## src/rtl/pulse_pkg.sv

```systemverilog
`default_nettype none
// ============================================================================
//  Package     : pulse_pkg
//  Description : Shared definitions for the button/event path. Holds the FSM
//                state encoding and the default high/gap lengths used by both
//                the edge-to-pulse stage and the pulse stretcher.
//  Revision    : 1.0  initial release
// ============================================================================
package pulse_pkg;

  // FSM state encoding for the stretcher.
  localparam logic [1:0] ST_IDLE = 2'b00;
  localparam logic [1:0] ST_HIGH = 2'b01;
  localparam logic [1:0] ST_GAP  = 2'b10;

  // Default phase lengths in clk cycles.
  localparam int DEFAULT_HIGH_CYCLES = 4;
  localparam int DEFAULT_GAP_CYCLES  = 2;

  // Larger of two integers; used to size shared down-counters.
  function automatic int max_int(input int a, input int b);
    return (a > b) ? a : b;
  endfunction

endpackage : pulse_pkg
`default_nettype wire

```

## src/rtl/pulse_stretcher_sat_counter.sv

```systemverilog
`default_nettype none
// ============================================================================
//  Module      : sat_counter
//  Description : Up/down counter that saturates at its maximum value and never
//                decrements below zero. An increment attempted at the maximum
//                (with no simultaneous decrement) is dropped and reported on
//                overflow for exactly one cycle.
//  Ports       : clk      - clock, posedge
//                rst      - asynchronous active-high reset
//                inc      - request to add one
//                dec      - request to subtract one (ignored at zero)
//                count    - current count, registered
//                overflow - high the cycle after an increment was dropped
//  Revision    : 1.0  initial release
// ============================================================================
module sat_counter #(
  parameter int WIDTH = 3
) (
  input  logic             clk,
  input  logic             rst,
  input  logic             inc,
  input  logic             dec,
  output logic [WIDTH-1:0] count,
  output logic             overflow
);

  localparam logic [WIDTH-1:0] C_MAX = '1;

  logic do_dec;
  logic at_max;

  assign do_dec = dec && (count != '0);
  assign at_max = (count == C_MAX);

  always_ff @(posedge clk or posedge rst) begin
    if (rst) begin
      count    <= '0;
      overflow <= 1'b0;
    end else begin
      overflow <= 1'b0;
      // Simultaneous inc and dec cancel out, even at the maximum.
      if (inc && !do_dec) begin
        if (at_max) begin
          overflow <= 1'b1;
        end else begin
          count <= count + 1'b1;
        end
      end else if (!inc && do_dec) begin
        count <= count - 1'b1;
      end
    end
  end

endmodule : sat_counter
`default_nettype wire

```

## src/rtl/pulse_stretcher.sv

```systemverilog
`default_nettype none
// ============================================================================
//  Module      : pulse_stretcher
//  Description : Converts single-cycle request pulses into levels held high
//                for HIGH_CYCLES cycles, each followed by a GAP_CYCLES low gap.
//                Requests arriving while busy are queued in a saturating
//                counter; requests beyond its capacity are dropped and flagged.
//                HIGH_CYCLES and GAP_CYCLES must both be at least 1.
//  Ports       : clk       - clock, posedge
//                rst       - asynchronous active-high reset
//                pulse_in  - request, one per cycle sampled high
//                level_out - stretched output, registered
//                busy      - high while the FSM is not idle, registered
//                pending   - queued requests not yet started
//                overflow  - one-cycle flag after a request was dropped
//  Revision    : 1.0  initial release
// ============================================================================
module pulse_stretcher #(
  parameter int HIGH_CYCLES = pulse_pkg::DEFAULT_HIGH_CYCLES,
  parameter int GAP_CYCLES  = pulse_pkg::DEFAULT_GAP_CYCLES,
  parameter int PEND_W      = 3
) (
  input  logic              clk,
  input  logic              rst,
  input  logic              pulse_in,
  output logic              level_out,
  output logic              busy,
  output logic [PEND_W-1:0] pending,
  output logic              overflow
);

  import pulse_pkg::*;

  localparam int TIMER_W = $clog2(max_int(HIGH_CYCLES, GAP_CYCLES) + 1);

  localparam logic [TIMER_W-1:0] C_HIGH_LOAD = TIMER_W'(HIGH_CYCLES - 1);
  localparam logic [TIMER_W-1:0] C_GAP_LOAD  = TIMER_W'(GAP_CYCLES - 1);

  logic [1:0]         state;
  logic [1:0]         state_nxt;
  logic [TIMER_W-1:0] timer;
  logic [TIMER_W-1:0] timer_nxt;
  logic               start_direct;
  logic               dequeue;
  logic               enqueue;
  logic               timer_done;
  logic               have_pending;

  assign timer_done   = (timer == '0);
  assign have_pending = (pending != '0);

  // A request is queued whenever it is not consumed by a direct start.
  assign enqueue = pulse_in && !start_direct;

  always_comb begin
    state_nxt    = state;
    timer_nxt    = timer;
    start_direct = 1'b0;
    dequeue      = 1'b0;
    case (state)
      ST_IDLE: begin
        if (pulse_in) begin
          start_direct = 1'b1;
          state_nxt    = ST_HIGH;
          timer_nxt    = C_HIGH_LOAD;
        end
      end
      ST_HIGH: begin
        if (timer_done) begin
          state_nxt = ST_GAP;
          timer_nxt = C_GAP_LOAD;
        end else begin
          timer_nxt = timer - 1'b1;
        end
      end
      ST_GAP: begin
        if (timer_done) begin
          // The queue has priority over a fresh pulse; that pulse is then
          // queued behind it instead.
          if (have_pending) begin
            dequeue   = 1'b1;
            state_nxt = ST_HIGH;
            timer_nxt = C_HIGH_LOAD;
          end else if (pulse_in) begin
            start_direct = 1'b1;
            state_nxt    = ST_HIGH;
            timer_nxt    = C_HIGH_LOAD;
          end else begin
            state_nxt = ST_IDLE;
            timer_nxt = '0;
          end
        end else begin
          timer_nxt = timer - 1'b1;
        end
      end
      default: begin
        state_nxt = ST_IDLE;
        timer_nxt = '0;
      end
    endcase
  end

  always_ff @(posedge clk or posedge rst) begin
    if (rst) begin
      state     <= ST_IDLE;
      timer     <= '0;
      level_out <= 1'b0;
      busy      <= 1'b0;
    end else begin
      state     <= state_nxt;
      timer     <= timer_nxt;
      // Outputs follow the state one cycle later, so level_out and busy
      // rise together on the cycle after a start.
      level_out <= (state == ST_HIGH);
      busy      <= (state != ST_IDLE);
    end
  end

  sat_counter #(
    .WIDTH (PEND_W)
  ) u_pending (
    .clk      (clk),
    .rst      (rst),
    .inc      (enqueue),
    .dec      (dequeue),
    .count    (pending),
    .overflow (overflow)
  );

endmodule : pulse_stretcher
`default_nettype wire

```

## config.mk

```make
export PLATFORM = sky130hd
export DESIGN_NAME = pulse_stretcher
export DESIGN_NICKNAME = d
export VERILOG_FILES = /design/src/rtl/pulse_pkg.sv /design/src/rtl/pulse_stretcher_sat_counter.sv /design/src/rtl/pulse_stretcher.sv
export SDC_FILE = /design/constraint.sdc
export NUM_CORES = 1
export LEC_CHECK = 0
export ABC_AREA = 1
export BUFFER_PORTS_ARGS = -buffer_cell sky130_fd_sc_hd__buf_2
export CAP_MARGIN = 20
export CORE_AREA = 2 2 39 41
export CTS_CLUSTER_DIAMETER = 120
export CTS_CLUSTER_SIZE = 28
export DETAILED_ROUTE_END_ITERATION = 10
export DIE_AREA = 0 0 41 43
export PLACE_DENSITY = 0.69
export SYNTH_ARGS = -nofsm -noshare
export SYNTH_HDL_FRONTEND = slang
export SYNTH_SLANG_ARGS = --single-unit
```

## constraint.sdc

```tcl
create_clock -name clk -period 4.1 [get_ports clk]
set_input_delay 0.82 -clock clk [delete_from_list [all_inputs] [get_ports clk]]
set_output_delay 0.82 -clock clk [all_outputs]
set_load 0.01 [all_outputs]
```

==> results of run 1 <==
[power groups by stage]
stage / combinational (mW) / sequential [mW] / clock [mW]
final: 0.295 / 0.196 / 0.0757
after global routing: 0.349 / 0.203 / 0.0832
after CTS: 0.300 / 0.197 / 0.0774
after detailed placement: 0.298 / 0.199 / 0
after global placement: 0.289 / 0.197 / 0
after floorplan: 0.215 / 0.207 / 0
[cells in the mapped netlist]
| cell type | n |
|---|---|
| xor2_1 | 1 |
| nor2_2 | 3 |
| o21ai_0 | 3 |
| nand3_2 | 1 |
| inv_2 | 2 |
| inv_1 | 10 |
| ha_1 | 2 |
| nor2_1 | 7 |
| nand3_1 | 5 |
| nor3_1 | 1 |
| fa_1 | 1 |
| nor3_2 | 1 |
| nor2_4 | 2 |
| dfrtp_1 | 11 |
| a21oi_1 | 3 |
| o21ai_1 | 4 |
| nand2_2 | 5 |
| nand2_1 | 20 |
[final cells by class]
class                   instances  area share (%)
multi-input cells              59            44.6
flip-flops and latches         11            37.5
inverters                      12            6.13
repair buffers                  8            5.45
clock buffers                   4            3.58
well taps                      16            2.73
[tightest hold or removal path, cell delays in order, from the launching register on]
cell and delay [ns]:
dfrtp_1 0.35, nand2_1 0.05, nand2_1 0.06
[routing by layer]
layer,track usage [%],up-vias
li1,-,281
met1,23.2,244
met5,0,-
met4,8.00,0
met3,4.71,2
met2,23.8,14
[stage by stage]
| stage | setup WS [ns] | cell area [um2] | power, mW | hold slack, ns |
|---|---|---|---|---|
| 2_1_floorplan | 2.23 | 648 | 0.422 | 0.449 |
| 3_3_place_gp | 2.07 | 708 | 0.486 | 0.469 |
| 3_5_place_dp | 2.04 | 708 | 0.497 | 0.470 |
| 4_1_cts | 2.33 | 734 | 0.575 | 0.493 |
| 5_1_grt | 2.16 | 734 | 0.636 | 0.523 |
| 6_report | 2.34 | 734 | 0.567 | 0.488 |
[flip-flops by register name, indices dropped and copies added, names as in the netlist]
signal / flops
u_pending.overflow: 1
u_pending.count: 3
level_out: 1
state: 2
busy: 1
timer: 3
[how the worst max path moves through the flow]
stage,startpoint,endpoint,cells past startpoint
3_3_place_gp,pulse_in,u_pending.count[2],11
4_1_cts,pulse_in,u_pending.count[2],11
2_1_floorplan,pulse_in,u_pending.count[2],10
3_5_place_dp,pulse_in,u_pending.count[2],11
5_1_grt,timer[0],u_pending.count[2],13
6_report,pulse_in,u_pending.count[2],11
[cell families (layout without fill, tap and decap cells)]
kind of cell | Yosys count | count (layout) | synth area share (%)
AOI/OAI and AO/OA | 10 | 10 | 7.72
xor gates and xnor gates | 1 | 1 | 1.35
adders and majority gates | 3 | 3 | 6.95
buffers and inverters | 12 | 24 | 6.95
DFF | 11 | 11 | 42.5
and+or+nand+nor | 45 | 45 | 34.6
==> summary.txt, run 1 <==
Floorplan
  • Die footprint: approximately 1800 um2
  • Std cell rows: 14
  • I/O pin count: 9
  • Initial Util: between 40% and 50%
  • Core ar.: between 1000 and 1500 um2
  • Die H: roughly 43 um
  • Die width: just over 40 um

Clock network
  • Root buf cell: clkbuf_4
  • CTS tree: yes
  • Later-pin clock latency in the skew report: roughly 0.27 ns
  • TritonCTS Buffers: 3
  • Clk sinks: 11
  • H-tree Lvls: 1
  • Hold buffer count at CTS: 0
  • Worst-path clk slew: roughly 0.070 ns
  • # resized after CTS: 0
  • Longest Clk Path Bufs: 2
  • Setup bufs post-CTS: 0

Routing
  • Drt drc: 0
  • Met1 WL: 560 um
  • Routed Antenna Nets: 0
  • WL final: approximately 1.2 mm
  • Top sig layer: met4
  • Vias/cell: roughly 4.9
  • Routed WL per cell: about 11 um
  • Initial detailed-routing violation count: 5
  • Total number of vias: 541
  • Detail Route met2 WL: 548 um
  • DR pass1 iterations: 4
  • Met3 WL: ~57 um

Cells and area
  • Most frequent cells in the layout: 20 x nand2_1, 11 x dfrtp_1, 10 x inv_1, 8 x buf_2, 7 x nor2_1
  • Commonest non-fill, non-tap cell in the layout: nand2_1
  • Layout Area Growth over Synthesis: 13.3%
  • Fillers: around 140
  • Register area: approximately 280 um2
  • Final net count: 101
  • Final Instance Count excl. Fillers: 110
  • Fraction of layout cells with a size suffix above 1: a little over a quarter
  • Core Util, Final: 53.1%
  • Multi-input gate area: 328 um2
  • Ant diodes: 0

Placement
  • Final Wtd Congestion: between 0.8 and 0.9
  • DP HPWL: 922 um
  • IO Port Bufs: 8
  • DP Cell Count: 106

Hold path
  • Worst hold stages: 2
  • Hold Path Class: reg2reg
  • Hold Crit Endpoint: timer[1]
  • Worst hold start: timer[1]

Critical path
  • Worst R2R Path Depth: 13
  • CP delay by family, top: simple AND/OR/NAND/NOR gates
  • Worst r2r src: timer[0]
  • Maximum fanout along the worst path: 3
  • Worst path bufs/invs: 3
  • Setup crit end kind: flip-flop
  • CP cell instances: buf_2, inv_1, nor2_4, nand2_2, fa_1, inv_1, nand2_1, nand2_1, nand2_1, nand2_1, nand2_1
  • Crit path DAT: ~1.9 ns
  • Internal reg-to-reg setup slack: approximately 2.4 ns
  • CP startpoint kind: input port
  • RR Endpoint: u_pending.count[2]
  • Highest-delay cell along the critical path: fa_1
  • CP max stage delay: ~0.38 ns
  • WP data required: between 4 and 5 ns
  • WS Path Type: in2reg
  • Most used cell, CP: nand2_1

Synthesis
  • Synthesized net count: slightly below 90
  • Post-Syn Area per Cell: around 7.9 um2
  • Synth Instances: between 80 and 90
  • Yosys top cell area share: between 40% and 50%
  • Synthesis Warnings: 0
  • Synth cell types: 18
  • Synth area leader: dfrtp_1
  • Synth area leaders: dfrtp_1 42%, nand2_1 12%, inv_1 5.8%
  • Seq/Total Area, Yosys: 42.5%
  • Yosys reg bits: 11
  • Area of the mapped netlist: roughly 650 um2

Power
  • Internal Power: around 0.3 mW
  • Static leakage: ~0.38 nW
  • Clock network fraction of total power: between 10 and 15%
  • Gate power share: ~52%
  • VDD IR-drop max: 295 uV
  • Net switching power: around 0.26 mW
  • Sequential power share: 34.6%
  • Pwr/cell area: between 700 and 800 nW/um2
  • Sw Ratio: 46.1%

STA
  • Tcrit/Tclk final: roughly 43%
  • RSZ-0062 raised after global routing: false
  • Slew HR: between 70% and 80%
  • Skew final: roughly 0.0015 ns
  • Setup TNS: 0 ns
  • Max Slew Vio Count: 0
  • Worst-margin pin slew: approximately 0.43 ns
  • Fmax achieved: 568 MHz
  • Endpoints failing setup: 0
  • Final min period: between 1.5 and 2 ns
  • Fin. Hold Viols: 0

Global routing
  • GR Overflow Total: 0
  • Initial antenna violation count: 0
  • Vias in the first global route: a little over 500
  • Total global-route track usage: around 17%
  • Largest net degree at the start of global routing: 12
  • First-pass GRT wire length: 2.00 mm

Flow run
  • Max Cap Viol: 0

Run status
  • Status: finished, final reports clean
Power figures use the tool's default switching activity.
==> inputs of run 2 (changes only) <==
- CORE_AREA: 2 2 39 41 -> default
- CORE_UTILIZATION: default -> 48
- DIE_AREA: 0 0 41 43 -> default
- PLACE_DENSITY: 0.69 -> 0.71
- clock period: 4.1 -> 1.4 ns (I/O delays scaled with it)
==> summary.txt, run 2 (synthesized netlist as in run 1, its figures left out) <==
STA
  • Skew final: 0.0142 ns (was 0.00147 ns)
  • Max Slew Vio Count: 0 (unchanged)
  • Setup TNS: -0.419 ns (was 0 ns)
  • RSZ-0062 raised after global routing: true (was false)
  • Fmax achieved: ~630 MHz
  • Fin. Hold Viols: 0 (unchanged)
  • Final setup margin: -0.179 ns (was 2.34 ns)
  • Final min period: around 1.6 ns
  • Tcrit/Tclk final: 113%
  • Endpoints failing setup: 5 (was 0)
  • Worst-margin pin slew: 0.429 ns (was 0.427 ns)
  • Slew HR: 71.4% (was 71.5%)

Floorplan
  • Initial Util: 54.6% (was 46.8%)
  • Std cell rows: 12 (was 14)
  • Die H: 38.7 um (was 43 um)
  • I/O pin count: 9 (unchanged)
  • Die footprint: 1500 um2 (was 1760 um2)
  • Core ar.: 1190 um2 (was 1380 um2)
  • Die width: 38.7 um (was 41 um)

Routing
  • Total number of vias: 643 (was 541)
  • DR pass1 iterations: 4 (unchanged)
  • Routed Antenna Nets: 0 (unchanged)
  • Drt drc: 0 (unchanged)
  • Routed WL per cell: 12.8 um (was 10.7 um)
  • Initial detailed-routing violation count: 12 (was 5)
  • WL final: 1.62 mm (was 1.18 mm)
  • Vias/cell: 5.06 (was 4.92)

Critical path
  • Most used cell, CP: nand2_1 (unchanged)
  • WS Path Type: reg2reg (was in2reg)
  • Highest-delay cell along the critical path: dfrtp_1 (was fa_1)
  • Setup crit end kind: flip-flop (unchanged)
  • CP max stage delay: 0.36 ns (was 0.38 ns)
  • WP data required: 1.56 ns (was 4.27 ns)
  • CP cell instances: inv_2, ha_4, inv_2, nor2_4, nand2_2, nand2_2, fa_2, inv_2, nand2_1, nand2_1, nand2_1, nand2_1, nand2_1 (was buf_2, inv_1, nor2_4, nand2_2, fa_1, inv_1, nand2_1, nand2_1, nand2_1, nand2_1, nand2_1)
  • Crit path DAT: 1.74 ns (was 1.93 ns)
  • Maximum fanout along the worst path: 2 (was 3)
  • CP startpoint kind: flip-flop (was input port)

Clock network
  • H-tree Lvls: 1 (unchanged)
  • Worst-path clk slew: 0.08 ns (was 0.07 ns)
  • Root buf cell: clkbuf_4 (unchanged)
  • TritonCTS Buffers: 3 (unchanged)
  • Longest Clk Path Bufs: 2 (unchanged)
  • Later-pin clock latency in the skew report: 0.28 ns (was 0.27 ns)
  • CTS tree: yes (unchanged)
  • Clk sinks: 11 (unchanged)

Global routing
  • Initial antenna violation count: 0 (unchanged)
  • Vias in the first global route: 550 (was 507)
  • Largest net degree at the start of global routing: 12 (unchanged)
  • Total global-route track usage: 25.0% (was 16.9%)
  • First-pass GRT wire length: 2.42 mm (was 2.00 mm)
  • GR Overflow Total: 0 (unchanged)

Cells and area
  • Fraction of layout cells with a size suffix above 1: 48.7% (was 26.6%)
  • Final net count: 120 (was 101)
  • Commonest non-fill, non-tap cell in the layout: nand2_1 (unchanged)
  • Most frequent cells in the layout: 19 x nand2_1, 16 x buf_4, 11 x dfrtp_1, 8 x buf_2, 7 x nor2_1 (was 20 x nand2_1, 11 x dfrtp_1, 10 x inv_1, 8 x buf_2, 7 x nor2_1)
  • Ant diodes: 0 (unchanged)
  • Largest regs: timer (3), u_pending.count (3), state (2) (unchanged)
  • Fillers: 78 (was 141)
  • Layout Area Growth over Synthesis: 45.0% (was 13.3%)
  • Final Instance Count excl. Fillers: 127 (was 110)

Placement
  • IO Port Bufs: 8 (unchanged)
  • Final Wtd Congestion: 0.800 (was 0.885)
  • DP HPWL: 1.15 mm (was 922 um)
  • DP Cell Count: 116 (was 106)

Run status
  • Failing checks: negative setup slack
  • Status: complete, but fails checks (was finished, final reports clean)

Power
  • Total power: 2.17 mW (was 0.567 mW)
  • VDD IR-drop max: 1390 uV (was 295 uV)
  • Static leakage: 0.473 nW (was 0.379 nW)
  • Pwr/cell area: 2310 nW/um2 (was 772 nW/um2)

Hold path
  • Hold Path Class: in2reg (was reg2reg)

Flow run
  • Max Cap Viol: 0 (unchanged)
-- run 2: power breakdown --
part           switching (mW)  total [mW]  leakage [nW]  internal, mW
registers               0.112       0.570         0.134         0.458
clock network           0.115       0.225        0.0150         0.111
logic                   0.734        1.37         0.324         0.639
total                   0.961        2.17         0.473          1.21
-- run 2: cell type report --
class / instances / area [um2] / share of cell area [%]
Timing Repair Buffer: 27 / 193 / 20.5
Sequential cell: 11 / 275 / 29.3
Inverter: 12 / 45.0 / 4.79
Multi-Input combinational cell: 59 / 383 / 40.7
Tap cell: 14 / 17.5 / 1.86
Clock buffer: 4 / 26.3 / 2.80
-- run 2: routing by layer --
metal	part of all wire (%)	up-vias	track usage (%)
met2	50	14	40.8
met4	1.0	0	5.17
met5	0	-	0
met1	45	307	30.7
li1	-	319	-
met3	4.2	3	10.4
-- run 2: worst max-delay path, delay by kind of cell, from the launching register on --
kind | cells | cell delay, ns
adders and majority gates | 2 | 0.51
and+or+nand+nor | 8 | 0.43
DFF | 1 | 0.36
buffers and inverters | 3 | 0.17
-- run 2: stage by stage --
stage / hold WS, ns / utilization, % / cell area, um2 / worst slack, ns
finish: 0.384 / 79.2 / 940 / -0.179
detailed placement: 0.296 / 68.1 / 808 / -0.215
global placement: 0.291 / 68.1 / 808 / -0.166
global route: 0.416 / 79.2 / 940 / -0.289
CTS: 0.380 / 73.3 / 870 / -0.165
floorplan: 0.132 / - / 661 / -0.169
-- run 2: final timing paths --
path | startpoint | endpoint | slack [ns] | cells after the start
setup / recovery | timer[1] | u_pending.count[2] | -0.18 | 13
hold / removal | pulse_in | timer[0] | 0.38 | 5
min in group asynchronous | rst | timer[2] | 0.52 | 3
max in group asynchronous | rst | state[1] | 0.56 | 3
hold reg to reg | u_pending.count[2] | u_pending.count[2] | 0.53 | 2
setup reg to reg | timer[1] | u_pending.count[2] | -0.18 | 13
-- run 2: repair_timing --
item / in CTS / in global routing
hold buffers: 1 / 0
endpoints found under the setup margin: 2 / 6
buffers inserted: 3 / 3
pin swaps: 1 / 3
hold endpoints to repair: 11 / 0
gates resized for setup: 1 / 12
==> inputs of run 3 (changes only) <==
- CORE_MARGIN: default -> 5
- PLACE_DENSITY: 0.71 -> 0.79
- REMOVE_ABC_BUFFERS: default -> 1
==> summary.txt, run 3 (synthesized netlist as in run 1, its figures left out) <==
Run status
  • Status: complete, but fails checks (unchanged)
  • Failing checks: negative setup slack (unchanged)

Placement
  • IO Port Bufs: 8 (unchanged)
  • Final Wtd Congestion: 0.823 (was 0.800)
  • DP HPWL: 1.16 mm (was 1.15 mm)
  • DP Worst Slack: -0.312 ns (was -0.215 ns)

Power
  • Sw Ratio: 44.6% (was 44.3%)
  • Static leakage: 0.446 nW (was 0.473 nW)
  • Internal Power: 1.13 mW (was 1.21 mW)
  • Sequential power share: 27.9% (was 26.3%)
  • Gate power share: 61.3% (was 63.3%)
  • VDD IR-drop max: 1060 uV (was 1390 uV)
  • Net switching power: 0.910 mW (was 0.961 mW)
  • Pwr/cell area: 2310 nW/um2 (about the same)
  • Clock network fraction of total power: 10.8% (was 10.4%)
  • Total power: 2.04 mW (was 2.17 mW)

Critical path
  • CP delay by family, top: adder cells (unchanged)
  • Most used cell, CP: nand2_1 (unchanged)
  • Worst path bufs/invs: 3 (unchanged)
  • CP cell instances: inv_2, ha_4, inv_4, nor2_4, nand2_2, nand2_2, fa_2, inv_2, nand2_1, nand2_1, nand2_1, nand2_1, nand2_1 (was inv_2, ha_4, inv_2, nor2_4, nand2_2, nand2_2, fa_2, inv_2, nand2_1, nand2_1, nand2_1, nand2_1, nand2_1)
  • RR Endpoint: u_pending.count[2] (unchanged)
  • Maximum fanout along the worst path: 2 (unchanged)
  • WS Path Type: reg2reg (unchanged)
  • Crit path to: u_pending.count[2] (unchanged)
  • Internal reg-to-reg setup slack: -0.20 ns (was -0.18 ns)
  • CP startpoint kind: flip-flop (unchanged)
  • Highest-delay cell along the critical path: dfrtp_1 (unchanged)
  • Cell depth of the worst setup path: 13 (unchanged)
  • CP max stage delay: 0.38 ns (was 0.36 ns)
  • Worst R2R Path Depth: 13 (unchanged)
  • Crit path DAT: 1.77 ns (was 1.74 ns)
  • Worst setup startpoint: timer[1] (unchanged)
  • Setup crit end kind: flip-flop (unchanged)
  • Worst r2r src: timer[1] (unchanged)
  • WP data required: 1.57 ns (was 1.56 ns)

Cells and area
  • Core Util, Final: 68.7% (was 79.2%)
  • Ant diodes: 0 (unchanged)
  • Largest regs: timer (3), u_pending.count (3), state (2) (unchanged)
  • Commonest non-fill, non-tap cell in the layout: nand2_1 (unchanged)
  • Layout Area Growth over Synthesis: 36.3% (was 45.0%)
  • Most frequent cells in the layout: 20 x nand2_1, 13 x buf_4, 11 x dfrtp_1, 8 x buf_2, 7 x nor2_1 (was 19 x nand2_1, 16 x buf_4, 11 x dfrtp_1, 8 x buf_2, 7 x nor2_1)
  • Fraction of layout cells with a size suffix above 1: 42.6% (was 48.7%)
  • Fillers: 86 (was 78)
  • Final net count: 115 (was 120)

Floorplan
  • Die width: 46.7 um (was 38.7 um)
  • Die footprint: 2190 um2 (was 1500 um2)
  • I/O pin count: 9 (unchanged)
  • Core ar.: 1280 um2 (was 1190 um2)
  • Std cell rows: 13 (was 12)
  • Initial Util: 50.4% (was 54.6%)
  • Die H: 46.7 um (was 38.7 um)

Clock network
  • CTS tree: yes (unchanged)
  • Root buf cell: clkbuf_4 (unchanged)
  • H-tree Lvls: 1 (unchanged)
  • Worst-path clk slew: 0.07 ns (was 0.08 ns)
  • Later-pin clock latency in the skew report: 0.27 ns (was 0.28 ns)
  • TritonCTS Buffers: 3 (unchanged)
  • Longest Clk Path Bufs: 2 (unchanged)
  • Clk sinks: 11 (unchanged)

STA
  • Setup TNS: -0.340 ns (was -0.419 ns)
  • Tcrit/Tclk final: 114% (was 113%)
  • Fmax achieved: 625 MHz (was 634 MHz)
  • Endpoints failing setup: 2 (was 5)
  • Final min period: 1.60 ns (was 1.58 ns)
  • RSZ-0062 raised after global routing: true (unchanged)
  • Skew final: 0.00296 ns (was 0.0142 ns)
  • Final setup margin: -0.199 ns (was -0.179 ns)
  • Max Slew Vio Count: 0 (unchanged)
  • Fin. Hold Viols: 0 (unchanged)
  • Worst-margin pin slew: 0.424 ns (was 0.429 ns)
  • Slew HR: 71.7% (was 71.4%)

Global routing
  • Initial antenna violation count: 0 (unchanged)
  • Vias in the first global route: 550 (unchanged)
  • Largest net degree at the start of global routing: 12 (unchanged)
  • GR Overflow Total: 0 (unchanged)
  • First-pass GRT wire length: 2.34 mm (was 2.42 mm)
  • Total global-route track usage: 15.8% (was 25.0%)

Routing
  • Vias/cell: 4.93 (was 5.06)
  • Routed WL per cell: 12.4 um (was 12.8 um)
  • Total number of vias: 607 (was 643)
  • Drt drc: 0 (unchanged)
  • Met3 WL: 99 um (was 68 um)
  • Initial detailed-routing violation count: 6 (was 12)
  • Routed Antenna Nets: 0 (unchanged)
  • DR pass1 iterations: 4 (unchanged)
  • Detail Route met2 WL: 806 um (was 812 um)
  • Top sig layer: met4 (unchanged)
  • WL final: 1.52 mm (was 1.62 mm)
  • Met1 WL: 592 um (was 724 um)

Hold path
  • Hold Path Class: in2reg (unchanged)

Flow run
  • Max Cap Viol: 0 (unchanged)
[run 3: cell count changes in the layout (fill, tap and decap cells not counted), sizes merged]
cell  delta
buf      -5
[run 3: tightest hold or removal path: stages]
cell and delay (ns):
buf_2 0.10, nor2_1 0.05, nand2_1 0.07, o21ai_1 0.06, o21ai_1 0.08
[run 3: power by group through the flow]
stage	clock [mW]	sequential (mW)	combinational, mW
2_1_floorplan	0	0.606	0.630
3_3_place_gp	0	0.554	1.04
3_5_place_dp	0	0.566	1.10
4_1_cts	0.225	0.570	1.19
5_1_grt	0.242	0.589	1.40
6_report	0.220	0.569	1.25
[run 3: through the flow]
stage	hold slack (ns)	cell area (um2)	instances
after floorplan	0.132	648	82
after global placement	0.294	797	117
after detailed placement	0.295	797	117
after CTS	0.387	856	123
after global routing	0.420	883	123
final	0.413	883	123
[run 3: timing repair]
action	4_1_cts	5_1_grt
endpoints found under the setup margin	4	6
setup buffers	3	1
hold buffers	1	0
resized for setup	7	6
pin swaps	3	2
hold endpoints to repair	5	0
[run 3: worst min path at each step]
stage              from  slack, ns  endpoint  depth (start not counted)
3_3_place_gp        rst       0.29      busy                          2
5_1_grt        pulse_in       0.42  timer[0]                          5
6_report       pulse_in       0.41  timer[0]                          5
2_1_floorplan       rst       0.13      busy                          1
3_5_place_dp        rst       0.29  state[1]                          2
4_1_cts        pulse_in       0.39  timer[0]                          5
[run 3: area by class of cell]
class                           instances  area [um2]  share of cell area (%)
Timing Repair Buffer                   22         148                    16.7
Inverter                               12        47.5                    5.38
Tap cell                               15        18.8                    2.12
Multi-Input combinational cell         59         368                    41.6
Clock buffer                            4        26.3                    2.97
Sequential cell                        11         275                    31.2
[run 3: per-layer routing]
metal  vias up  track usage [%]
met5         -                0
met4         0             6.08
met3         4             6.51
met2        22             28.6
met1       274             16.3
li1        307                -
